<file path="src/rtl/uart_pkg.sv">
// Shared UART definitions: state encoding, data width and default bit timing.
// Defaults target 50 MHz / 9600 baud; SIM builds use short periods.
package uart_pkg;

    localparam int UART_DW = 8;
    localparam int CNT_W   = 13;

`ifdef SIM
    localparam logic [CNT_W-1:0] T_DIV_DEF      = 13'd7;
    localparam logic [CNT_W-1:0] T_DIV_HALF_DEF = 13'd3;
`else
    localparam logic [CNT_W-1:0] T_DIV_DEF      = 13'd5208;
    localparam logic [CNT_W-1:0] T_DIV_HALF_DEF = 13'd2604;
`endif

    typedef enum logic [1:0] {
        S_IDLE  = 2'd0,
        S_START = 2'd1,
        S_DATA  = 2'd2,
        S_STOP  = 2'd3
    } rx_state_e;

endpackage

</file>
<file path="src/rtl/uart_rx_sync.sv">
// Two-flop synchroniser for the asynchronous rxd line plus falling-edge detect.
// All flops reset high so a released reset never looks like a start edge.
module uart_rx_sync (
    input  logic clk,
    input  logic n_rst,
    input  logic rxd,
    output logic rxd_s,
    output logic fall
);

    logic meta_q;
    logic sync_q;
    logic prev_q;

    always_ff @(posedge clk or negedge n_rst) begin
        if (!n_rst) begin
            meta_q <= 1'b1;
            sync_q <= 1'b1;
            prev_q <= 1'b1;
        end else begin
            meta_q <= rxd;
            sync_q <= meta_q;
            prev_q <= sync_q;
        end
    end

    assign rxd_s = sync_q;
    assign fall  = prev_q & ~sync_q;

endmodule

</file>
<file path="src/rtl/uart_rx.sv">
// 8N1 UART receiver: samples each bit at its midpoint, strobes rx_done on a good
// stop bit and frame_err on a low one.
//   state   | meaning
//   S_IDLE  | line idle, waiting for a falling edge
//   S_START | timing to the start-bit midpoint, rejecting glitches
//   S_DATA  | sampling 8 data bits LSB first
//   S_STOP  | sampling the stop bit, then publishing the result
module uart_rx
    import uart_pkg::*;
#(
    parameter logic [CNT_W-1:0] T_DIV      = T_DIV_DEF,
    parameter logic [CNT_W-1:0] T_DIV_HALF = T_DIV_HALF_DEF
) (
    input  logic               clk,
    input  logic               n_rst,
    input  logic               rxd,
    output logic [UART_DW-1:0] rx_data,
    output logic               rx_done,
    output logic               frame_err,
    output logic               busy
);

    localparam logic [CNT_W-1:0] DIV_LAST  = T_DIV - 13'd1;
    localparam logic [CNT_W-1:0] HALF_LAST = T_DIV_HALF - 13'd1;

    logic rxd_s;
    logic fall;

    rx_state_e          state_q, state_d;
    logic [CNT_W-1:0]   cnt_q, cnt_d;
    logic [2:0]         bit_idx_q, bit_idx_d;
    logic [UART_DW-1:0] shift_q, shift_d;
    logic [UART_DW-1:0] data_q, data_d;
    logic               done_q, done_d;
    logic               ferr_q, ferr_d;

    uart_rx_sync u_sync (
        .clk   (clk),
        .n_rst (n_rst),
        .rxd   (rxd),
        .rxd_s (rxd_s),
        .fall  (fall)
    );

    always_ff @(posedge clk or negedge n_rst) begin
        if (!n_rst) begin
            state_q   <= S_IDLE;
            cnt_q     <= '0;
            bit_idx_q <= '0;
            shift_q   <= '0;
            data_q    <= '0;
            done_q    <= 1'b0;
            ferr_q    <= 1'b0;
        end else begin
            state_q   <= state_d;
            cnt_q     <= cnt_d;
            bit_idx_q <= bit_idx_d;
            shift_q   <= shift_d;
            data_q    <= data_d;
            done_q    <= done_d;
            ferr_q    <= ferr_d;
        end
    end

    always_comb begin
        state_d   = state_q;
        cnt_d     = cnt_q;
        bit_idx_d = bit_idx_q;
        shift_d   = shift_q;
        data_d    = data_q;
        done_d    = 1'b0;
        ferr_d    = 1'b0;

        case (state_q)
            S_IDLE: begin
                cnt_d = '0;
                if (fall) begin
                    state_d = S_START;
                end
            end
            S_START: begin
                if (cnt_q == HALF_LAST) begin
                    cnt_d = '0;
                    if (!rxd_s) begin
                        bit_idx_d = 3'd0;
                        state_d   = S_DATA;
                    end else begin
                        state_d = S_IDLE;
                    end
                end else begin
                    cnt_d = cnt_q + 13'd1;
                end
            end
            S_DATA: begin
                if (cnt_q == DIV_LAST) begin
                    cnt_d              = '0;
                    shift_d[bit_idx_q] = rxd_s;
                    bit_idx_d          = bit_idx_q + 3'd1;
                    if (bit_idx_q == 3'd7) begin
                        state_d = S_STOP;
                    end
                end else begin
                    cnt_d = cnt_q + 13'd1;
                end
            end
            S_STOP: begin
                // Leaving at the stop midpoint lets a back-to-back start edge be caught.
                if (cnt_q == DIV_LAST) begin
                    cnt_d   = '0;
                    state_d = S_IDLE;
                    if (rxd_s) begin
                        data_d = shift_q;
                        done_d = 1'b1;
                    end else begin
                        ferr_d = 1'b1;
                    end
                end else begin
                    cnt_d = cnt_q + 13'd1;
                end
            end
            default: begin
                state_d = S_IDLE;
                cnt_d   = '0;
            end
        endcase
    end

    assign rx_data   = data_q;
    assign rx_done   = done_q;
    assign frame_err = ferr_q;
    assign busy      = (state_q != S_IDLE);

endmodule

</file>
<file path="config.mk">
export PLATFORM = sky130hd
export DESIGN_NAME = uart_rx
export DESIGN_NICKNAME = d
export VERILOG_FILES = /design/src/rtl/uart_pkg.sv /design/src/rtl/uart_rx_sync.sv /design/src/rtl/uart_rx.sv
export SDC_FILE = /design/constraint.sdc
export NUM_CORES = 1
export LEC_CHECK = 0
export CORE_MARGIN = 2
export CORE_UTILIZATION = 51
export CTS_CLUSTER_DIAMETER = 120
export DETAILED_ROUTE_END_ITERATION = 16
export GPL_TIMING_DRIVEN = 0
export MAX_ROUTING_LAYER = met4
export PLACE_DENSITY = 0.73
export SLEW_MARGIN = 5
export SYNTH_ARGS = -nofsm -noshare
export SYNTH_HDL_FRONTEND = slang
export SYNTH_SLANG_ARGS = --single-unit
</file>
<file path="constraint.sdc">
create_clock -name clk -period 2.15 [get_ports clk]
set_clock_uncertainty 0.1 [all_clocks]
set_input_delay 0.215 -clock clk [delete_from_list [all_inputs] [get_ports clk]]
set_output_delay 0.215 -clock clk [all_outputs]
set_load 0.02 [all_outputs]
</file>
# After elaboration in Yosys (flattened, before gate mapping)

Cells that the tools add are included.

Add/subtract/negate cells: 2
Bitwise operators: 2
Mux-type cells: 23
Magnitude comparators: 2
Equal/unequal tests: 12
Reduce and logical (&&, ||, !) cells: 9

Operator list:

| operator                | count |
|---|---|
| $pmux W13 S3            | 1 |
| $mux W13                | 2 |
| $add A13 B1 Y13 const B | 1 |
| $eq A13 B12 Y1 const B  | 1 |
| $eq A13 B13 Y1 const B  | 1 |
| $mux W2                 | 6 |
| $ne A2 B2 Y1 const B    | 6 |
| $mux W3                 | 3 |
| $bwmux W8               | 1 |
| $pmux W2 S4             | 1 |
| $mux W1                 | 7 |
| $pmux W3 S2             | 1 |
| $reduce_and A5 Y1       | 1 |
| $eq A2 B2 Y1 const B    | 2 |
| $lt A3 B4 Y1 const B    | 1 |
| $reduce_and A4 Y1       | 1 |
| $reduce_bool A2 Y1      | 2 |
| $add A3 B1 Y3 const B   | 1 |
| $demux W1 S3            | 1 |
| $eq A3 B3 Y1 const B    | 1 |
| $ge A3 B1 Y1 const B    | 1 |
| $reduce_and A3 Y1       | 1 |
| $eq A2 B1 Y1 const B    | 1 |
| $logic_not A2 Y1        | 1 |
| other kinds (5)         | 5 |

Register bits after elaboration: 39
Logic and storage cells: 60
Output and inout port bits: 11
Input port bits: 3

# Depth between registers and ports, before layout

Gate-level depths: netlist (run 1).

Depth after elaboration: 5
Depth in mapped cells: 7

# By module

Synthesis (run 1) repeated with hierarchy kept, for this count alone.

Cells, all modules: 166
Area total of the unflattened synthesis: 1850.5 um^2

By module, submodules not included:

| module       | cells each | instances | area each (um^2) |
|---|---|---|---|
| uart_rx      | 162        | 1         | 1757.9 |
| uart_rx_sync | 4          | 1         | 92.6 |

# Worst setup path before layout (run 1)

OpenSTA, ideal clock, no wires.

Kind: register to register
From: reg cnt_q[0]
To: reg shift_q[3]
Path slack: -0.024 ns
Library setup time: 0.128 ns
Arrival: 1.946 ns
Path buffers: 1
Data required time: 1.922 ns
Stages on the path, launching flop included: 7
Clock period less this slack: 2.174 ns
Cells stage by stage: dfrtp_1 ha_1 nand4b_1 or4_4 buf_6 nor4_1 mux2_1

Word-level cells in the longest chain between the ends: 2

Ends and longest elaborated chain:

| what                        | RTL line      | RTL |
|---|---|---|
| start, declared             | uart_rx.sv:30 | `logic [CNT_W-1:0] cnt_q, cnt_d;` |
| start signal, assigned      | uart_rx.sv:56 | `cnt_q <= cnt_d;` |
| $eq A13 B13 Y1              | uart_rx.sv:95 | `if (cnt_q == DIV_LAST) begin` |
| $reduce_and A2 Y1 (no line) | n/a           |  |
| end signal, assigned        | uart_rx.sv:58 | `shift_q <= shift_d;` |
| end, declared               | uart_rx.sv:32 | `logic [UART_DW-1:0] shift_q, shift_d;` |

Every way passes these cells.
A chain may end at the register's enable or synchronous reset.

# Worst setup path in the final report (run 1)

From: reg cnt_q[7]
To: reg shift_q[3]

Same word-level chain as after synthesis.

==> impl_metrics.json, run 1 <==
{
  "status": "finished, violations left",
  "violations": "setup timing",
  "cp-start-kind": "flip-flop",
  "tightestPinTransition_ns": 0.835,
  "synth_top_area_cell": "dfrtp_1",
  "numPortBuffers": 13,
  "max_freq_mhz": 463,
  "dp_hpwl_um": 2100,
  "slowest_delay_ns": 0.57,
  "ys_types": 35,
  "use_met1_pct": 21.5,
  "final_core_util_pct": 65.1,
  "ys.flop_type": "dfrtp_1",
  "die_area_um2": 4010,
  "grt_max_degree": 40,
  "core_area_um2": 3360,
  "synth_cells": 156,
  "rsz0062_at_grt": "true",
  "routed_wl_um": 3220,
  "finalHoldViolCount": 0,
  "numCtsBuffers": 5,
  "timing.rr.start": "cnt_q[7]",
  "nets": 189,
  "slew_headroom_pct": 44.4,
  "path_clk_slew_ns": 0.11,
  "rr_worst_depth": 5,
  "grt_pass1_vias": 1237,
  "start_util_pct": 53.4,
  "worst_slack_ns": -0.00819,
  "synth_area_um2": 1800,
  "setup_viol": 1,
  "wire_per_inst_um": 14.1,
  "yosysSeqAreaShare_pct": 54.6,
  "multi_input_area_um2": 837,
  "cts_tree": "built",
  "gr-usage-all-layers_pct": 18.6,
  "syn_nets": 162,
  "min_to": "u_sync.meta_q",
  "finalInstanceArea_um2": 2190,
  "drcViolationCount": 0,
  "min_path_cells": 1,
  "met2_usage_pct": 29.5,
  "maxCapViolCount": 0,
  "grt_pass1_wl_um": 5550,
  "cts_num_sinks": 39,
  "cp_cell_sequence": "buf_6, or2_4, or4_4, nor4_4, mux2_4",
  "area_growth_pct": 21.9,
  "totalPowerFinal_uw": 1500,
  "fp.dieW_um": 63.3,
  "cp-startpoint": "cnt_q[7]",
  "drt_iter0_drc": 34,
  "end_kind": "flip-flop",
  "viasPerCell": 5.39,
  "clk_latency_ns": 0.35,
  "final.min_clock_period_ns": 2.16,
  "dpl_cell_area_um2": 1980,
  "critical-path-slowest-cell": "or4_4",
  "ant_nets": 0,
  "overflow": 0,
  "vdd_drop_max_uv": 509,
  "reg2reg_to": "shift_q[3]",
  "io_pins": 14,
  "clock-root-buffer": "clkbuf_4",
  "htreeDepth": 2,
  "synth-seq-cells": 39,
  "fill_cells": 267,
  "antennaDiodeCount": 0,
  "cts_buffer_depth": 2,
  "leakagePower_uw": 0.000958,
  "min_period_over_period_pct": 100,
  "finalSetupTns_ns": -0.00819,
  "cp_num_buf_inv": 1,
  "crit_family": "simple AND/OR/NAND/NOR gates",
  "met3_usage_pct": 6.07,
  "die_h_um": 63.3,
  "synth_top_area_share_pct": 50.2,
  "drtPass1Iterations": 4,
  "hp-start": "rxd",
  "drv_slew": 0,
  "register_area_um2": 981,
  "synth.area.top_cells": "dfrtp_1, mux2_2, dfstp_2",
  "floorplan.rows": 21,
  "cp_max_fo": 7,
  "crit_type": "flip-flop to flip-flop",
  "synth_edf_count": 0,
  "hold_class": "input pin to flip-flop",
  "ys_warn_count": 0,
  "powerDensity_nw_per_um2": 688,
  "critical_path_arrival_ns": 2.31,
  "worstPathRequired_ns": 2.30,
  "async_reset_ff_share_pct": 100,
  "gp_congestion": 0.909,
  "num_vias": 1234,
  "top_usage_layer": "met2",
  "antenna_found_initial": 0,
  "whs_ns": 0.169,
  "syn_area_per_cell_um2": 11.5,
  "regToRegSetupSlack_ns": -0.008,
  "drive_above_1_share_pct": 26.8
}
flip-flops by register name, indices dropped and copies added, names as in the netlist, named ones only:
signal         cells
bit_idx_q          3
shift_q            8
u_sync.rxd_s       1
rx_done            1
state_q            1
u_sync.prev_q      1
cnt_q             13
frame_err          1
rx_data            8
u_sync.meta_q      1
stage by stage:
stage / cells / setup WS (ns)
floorplan: 156 / -0.0198
global placement: 215 / -0.201
detailed placement: 215 / -0.242
CTS: 227 / -0.00557
global route: 229 / -0.0969
finish: 229 / -0.00819
cells by family after synthesis:
logic type      share of synthesized area, %
simple gates                            20.4
flops                                   54.6
mux                                     10.7
buf+inv                                 3.48
xor+xnor                                5.37
compound gates                          3.41
fa+ha+maj                               2.09
per-layer routing:
metal  wire [um]  share of wire [%]  vias up
met1        1420                 44      596
li1            -                  -      603
met5           0                  0        -
met2        1590                 49       27
met3         141                4.4        8
met4          65                2.0        0
cell usage after synthesis (all sizes together) (2+ instances only):
| cell | count |
|---|---|
| nor2b | 4 |
| a31oi | 2 |
| a22o | 2 |
| inv | 5 |
| nor3 | 5 |
| clkbuf | 3 |
| buf | 4 |
| nand4b | 2 |
| or2 | 4 |
| nor4 | 5 |
| dfstp | 3 |
| xor2 | 2 |
| nand2 | 8 |
| nand4 | 9 |
| dfrtp | 36 |
| ha | 3 |
| nor2 | 18 |
| mux2 | 17 |
| nand3 | 6 |
| xnor2 | 9 |
placed cells by master (no fill, tap or decap), drive strengths merged, types with 2 or more instances in the layout:
cell and n:
xnor2 9, nand4b 2, nand2 8, inv 5, clkbuf 9, nand4 9, xor2 2, buf 11
a31oi 2, dfrtp 36, or2 4, nor2 18, nand3 6, clkdlybuf4s50 11, mux2 17, ha 3
dfstp 3, a22o 2, nor2b 4, nor3 5, nor4 5
what timing repair did:
action / CTS / global route
hold buffers: 1 / 0
buffers inserted: 5 / 2
endpoints found under the setup margin: 20 / 27
resized for setup: 9 / 10
pin swaps: 3 / 0
hold endpoints to repair: 36 / 0
power breakdown:
| part | leakage (uW) | total, uW | internal, uW | switching [uW] |
|---|---|---|---|---|
| combinational | 0.000401 | 286 | 147 | 139 |
| clock | 0.0000341 | 379 | 151 | 227 |
| sequential | 0.000523 | 841 | 787 | 53.5 |
| total | 0.000958 | 1500 | 1090 | 419 |
worst max-delay path by stage:
stage,to,slack [ns],cells after the start
floorplan,shift_q[3],-0.02,6
global placement,cnt_q[6],-0.20,7
detailed placement,cnt_q[3],-0.24,7
CTS,shift_q[3],-0.006,4
global route,shift_q[3],-0.1,5
finish,shift_q[3],-0.008,5
area by class of cell:
| class | instances | share of cell area [%] |
|---|---|---|
| sequential | 39 | 44.8 |
| inverter | 5 | 0.858 |
| clock inverter | 1 | 0.229 |
| clock buffer | 6 | 2.34 |
| multi-input combinational | 105 | 38.3 |
| buffer | 6 | 1.60 |
| timing repair buffer | 21 | 9.26 |
| tap | 46 | 2.63 |
Note: power is estimated with default switching activity, not from simulation.
==> inputs of run 2 (changes only) <==
CORE_UTILIZATION = 54   (was 51)
CTS_BUF_LIST = sky130_fd_sc_hd__clkbuf_4 sky130_fd_sc_hd__clkbuf_8   (was not set)
PLACE_DENSITY = 0.77   (was 0.73)
==> impl_metrics.json, run 2 (synthesis gave the netlist of run 1 again) <==
{
  "status": "finished, violations left",
  "violations": "setup timing",
  "layout_commonest_cell": "dfrtp_1",
  "numPortBuffers": 13,
  "grt_pass1_vias": 1170,
  "finalHoldViolCount": 0,
  "grt_max_degree": 40,
  "drtPass1Iterations": 5,
  "worstPathRequired_ns": 2.29,
  "powerDensity_nw_per_um2": 699,
  "nets": 195,
  "gr-usage-all-layers_pct": 21.0,
  "leakagePower_uw": 0.000981,
  "clk_latency_ns": 0.35,
  "drt_iter0_drc": 39,
  "final_core_util_pct": 72.3,
  "start_util_pct": 57.9,
  "finalInstanceArea_um2": 2240,
  "cts_buffer_depth": 2,
  "area_growth_pct": 24.9,
  "slew_headroom_pct": 45.8,
  "crit_type": "flip-flop to flip-flop",
  "cts_tree": "built",
  "wire_per_inst_um": 14.6,
  "gp_congestion": 0.885,
  "fp.dieW_um": 61.7,
  "drive_above_1_share_pct": 30.0,
  "min_period_over_period_pct": 101,
  "htreeDepth": 2,
  "clock-root-buffer": "clkbuf_4",
  "floorplan.rows": 20,
  "cp-start-kind": "flip-flop",
  "max_freq_mhz": 460,
  "cp_num_buf_inv": 0,
  "hold_class": "input pin to flip-flop",
  "cp_cell_sequence": "or2_4, or4_4, nor2_4, mux2_4",
  "die_area_um2": 3800,
  "final_cells": 234,
  "totalPowerFinal_uw": 1570,
  "path_clk_slew_ns": 0.11,
  "maxCapViolCount": 0,
  "regMostFlops": "cnt_q",
  "io_pins": 14,
  "setup_viol": 5,
  "end_kind": "flip-flop",
  "crit_family": "simple AND/OR/NAND/NOR gates",
  "largest_reg_flops": 13,
  "critical-path-slowest-cell": "or4_4",
  "fill_cells": 215,
  "viasPerCell": 5.58,
  "die_h_um": 61.7,
  "regToRegSetupSlack_ns": -0.03,
  "tightestPinTransition_ns": 0.812,
  "dp_hpwl_um": 2060,
  "rsz0062_at_grt": "true",
  "drv_slew": 0,
  "drcViolationCount": 0,
  "ant_nets": 0,
  "overflow": 0,
  "antennaDiodeCount": 0,
  "routed_wl_um": 3420,
  "dpl_cell_area_um2": 1980,
  "cts_num_sinks": 39,
  "layout_common_cells": "dfrtp_1, nor2_1, buf_4",
  "cp_max_fo": 8,
  "worst_slack_ns": -0.0251,
  "numCtsBuffers": 5,
  "final.min_clock_period_ns": 2.18,
  "vdd_drop_max_uv": 604,
  "dp.cells": 213,
  "num_vias": 1305,
  "critical_path_arrival_ns": 2.32,
  "slowest_delay_ns": 0.66,
  "antenna_found_initial": 0,
  "finalSetupTns_ns": -0.0733,
  "grt_pass1_wl_um": 5420,
  "core_area_um2": 3100
}
## run 2: cell type report
type,count,area [um^2],area share [%]
plain buffers,5,26.3,1.17
clock buffers,7,65.1,2.90
clock inverters,1,7.51,0.335
inverters,5,18.8,0.837
multi-input cells,106,852,38.0
flip-flops and latches,39,982,43.8
well taps,44,55.1,2.46
repair buffers,27,235,10.5
## run 2: layer usage
layer	track usage (%)	vias up	routed length [um]
li1	-	615	-
met1	28.3	632	1590
met4	8.81	0	94
met5	-	-	0
met2	29.2	50	1520
met3	6.93	8	210
## run 2: path summary, 6_finish.rpt
kind	start	to	depth (start not counted)
min	rxd	u_sync.meta_q	1
min in group asynchronous	n_rst	rx_data[2]	2
max reg2reg	cnt_q[9]	rx_data[4]	4
min reg2reg	u_sync.meta_q	u_sync.rxd_s	0
max	cnt_q[9]	rx_data[4]	4
max in group asynchronous	n_rst	cnt_q[7]	2
## run 2: worst register-to-register path, stage by stage (launching register included)
cell and delay [ns]:
dfrtp_1 0.42, or2_4 0.28, or4_4 0.66, nor2_4 0.29, mux2_4 0.33
## run 2: power breakdown
group	internal (uW)	switching, uW
Sequential	786	48.4
Clock	191	241
Combinational	152	150
Total	1130	439
## run 2: metrics by stage
stage	setup slack, ns	hold slack, ns
after floorplan	-0.0198	-0.181
after CTS	-0.00104	0.154
after global routing	-0.0705	0.151
after global placement	-0.168	0.247
final	-0.0251	0.163
after detailed placement	-0.196	0.251
## run 2: what timing repair did
item	in CTS	in global routing
pin swaps	4	7
gates cloned	1	0
endpoints found under the hold margin	36	0
buffers inserted	7	6
setup endpoints to repair	20	27
hold buffers	1	0
resized for setup	7	15
==> inputs of run 3 (changes only) <==
PLACE_DENSITY = 0.78   (was 0.77)
==> impl_metrics.json, run 3 (synthesis gave the netlist of run 1 again) <==
{
  "largest_reg_flops": 13,
  "cts_num_sinks": 39,
  "viasPerCell": 5.59,
  "clock-root-buffer": "clkbuf_4",
  "crit_type": "flip-flop to flip-flop",
  "slowest_delay_ns": 0.59,
  "vdd_drop_max_uv": 429,
  "finalHoldViolCount": 0,
  "hold_class": "input pin to flip-flop",
  "grt_pass1_vias": 1200,
  "clk_latency_ns": 0.35,
  "numCtsBuffers": 5,
  "ant_nets": 0,
  "io_pins": 14,
  "nets": 195,
  "worst_slack_ns": -0.0459,
  "final.min_clock_period_ns": 2.20,
  "fill_cells": 234,
  "gp_congestion": 0.788,
  "rsz0062_at_grt": "true",
  "cp_max_fo": 7,
  "finalInstanceArea_um2": 2250,
  "max_freq_mhz": 455,
  "start_util_pct": 57.9,
  "htreeDepth": 2,
  "critical-path-slowest-cell": "or4_4",
  "totalPowerFinal_uw": 1490,
  "critical_path_arrival_ns": 2.34,
  "setup_viol": 9,
  "multi_input_area_um2": 837,
  "area_growth_pct": 25.3,
  "cp_cell_sequence": "or2_4, or4_4, buf_4, nor4_4, mux2_4",
  "cts_buffer_depth": 2,
  "die_area_um2": 3800,
  "regMostFlops": "cnt_q",
  "routed_wl_um": 3600,
  "num_vias": 1309,
  "leakagePower_uw": 0.000989,
  "crit_family": "simple AND/OR/NAND/NOR gates",
  "register_area_um2": 982,
  "overflow": 0,
  "violations": "setup timing",
  "final_core_util_pct": 72.5,
  "worstPathRequired_ns": 2.30,
  "fp.dieW_um": 61.7,
  "drcViolationCount": 0,
  "layout_common_cells": "dfrtp_1, nor2_1, buf_4",
  "wire_per_inst_um": 15.4,
  "status": "finished, violations left",
  "floorplan.rows": 20,
  "grt_pass1_wl_um": 5600,
  "dpl_cell_area_um2": 1980,
  "end_kind": "flip-flop",
  "drv_slew": 0,
  "die_h_um": 61.7,
  "maxCapViolCount": 0,
  "drt_iter0_drc": 43,
  "slew_headroom_pct": 45.0,
  "cp-start-kind": "flip-flop",
  "antennaDiodeCount": 0,
  "drive_above_1_share_pct": 30.0,
  "numPortBuffers": 13,
  "cts_tree": "built",
  "layout_commonest_cell": "dfrtp_1",
  "drtPass1Iterations": 4,
  "grt_max_degree": 40,
  "path_clk_slew_ns": 0.12,
  "gr-usage-all-layers_pct": 21.0,
  "min_period_over_period_pct": 102,
  "cp_num_buf_inv": 1,
  "core_area_um2": 3100,
  "antenna_found_initial": 0,
  "dp_hpwl_um": 2260,
  "whs_ns": 0.176,
  "powerDensity_nw_per_um2": 662,
  "tightestPinTransition_ns": 0.825
}
[run 3: repair_timing]
action | CTS | global route
resized for setup | 11 | 10
setup buffers | 7 | 6
hold buffers | 1 | 0
pin swaps | 2 | 5
endpoints found under the hold margin | 36 | 0
endpoints found under the setup margin | 24 | 27
gates cloned | 0 | 1
[run 3: power by group]
part           leakage, uW  internal [uW]  switching [uW]  total [uW]
clock            0.0000317            139             236         374
combinational     0.000437            133             147         281
sequential        0.000521            786            47.9         834
[run 3: final cells by class]
| type | count | area share, % |
|---|---|---|
| plain buffers | 5 | 1.17 |
| clock inverters | 2 | 0.556 |
| multi-input cells | 105 | 37.2 |
| flip-flops and latches | 39 | 43.7 |
| repair buffers | 28 | 12.1 |
| well taps | 44 | 2.45 |
| inverters | 5 | 0.834 |
| clock buffers | 6 | 2.00 |
[run 3: final timing paths]
kind | slack, ns | from | depth (start not counted) | endpoint
worst max-delay path | -0.05 | cnt_q[8] | 5 | shift_q[3]
worst min-delay path | 0.18 | rxd | 1 | u_sync.meta_q
worst max register to register | -0.05 | cnt_q[8] | 5 | shift_q[3]
worst min register to register | 0.27 | u_sync.meta_q | 0 | u_sync.rxd_s
max in group asynchronous | 1.00 | n_rst | 2 | cnt_q[7]
min in group asynchronous | 0.39 | n_rst | 2 | cnt_q[10]
[run 3: worst register-to-register path, delay by kind of cell (launching register included)]
family        cells  cell delay (ns)
buf+inv           1             0.18
flops             1             0.46
mux               1             0.32
simple gates      3             1.03
[run 3: per-stage QoR]
| stage | worst slack (ns) | cells | TNS, ns |
|---|---|---|---|
| after floorplan | -0.0198 | 156 | -0.0395 |
| after global placement | -0.159 | 213 | -4.21 |
| after detailed placement | -0.254 | 213 | -4.05 |
| after CTS | 0.00383 | 227 | 0 |
| after global routing | -0.134 | 234 | -1.64 |
| final | -0.0459 | 234 | -0.333 |
[run 3: metal layers]
layer / wire length, um / GRT usage [%] / share of wire [%] / up-vias
met4: 68 / 6.69 / 1.9 / 0
met2: 1740 / 32.9 / 48 / 23
met5: 0 / - / 0 / -
met1: 1670 / 26.4 / 46 / 662
li1: - / - / - / 616
met3: 123 / 5.88 / 3.4 / 8
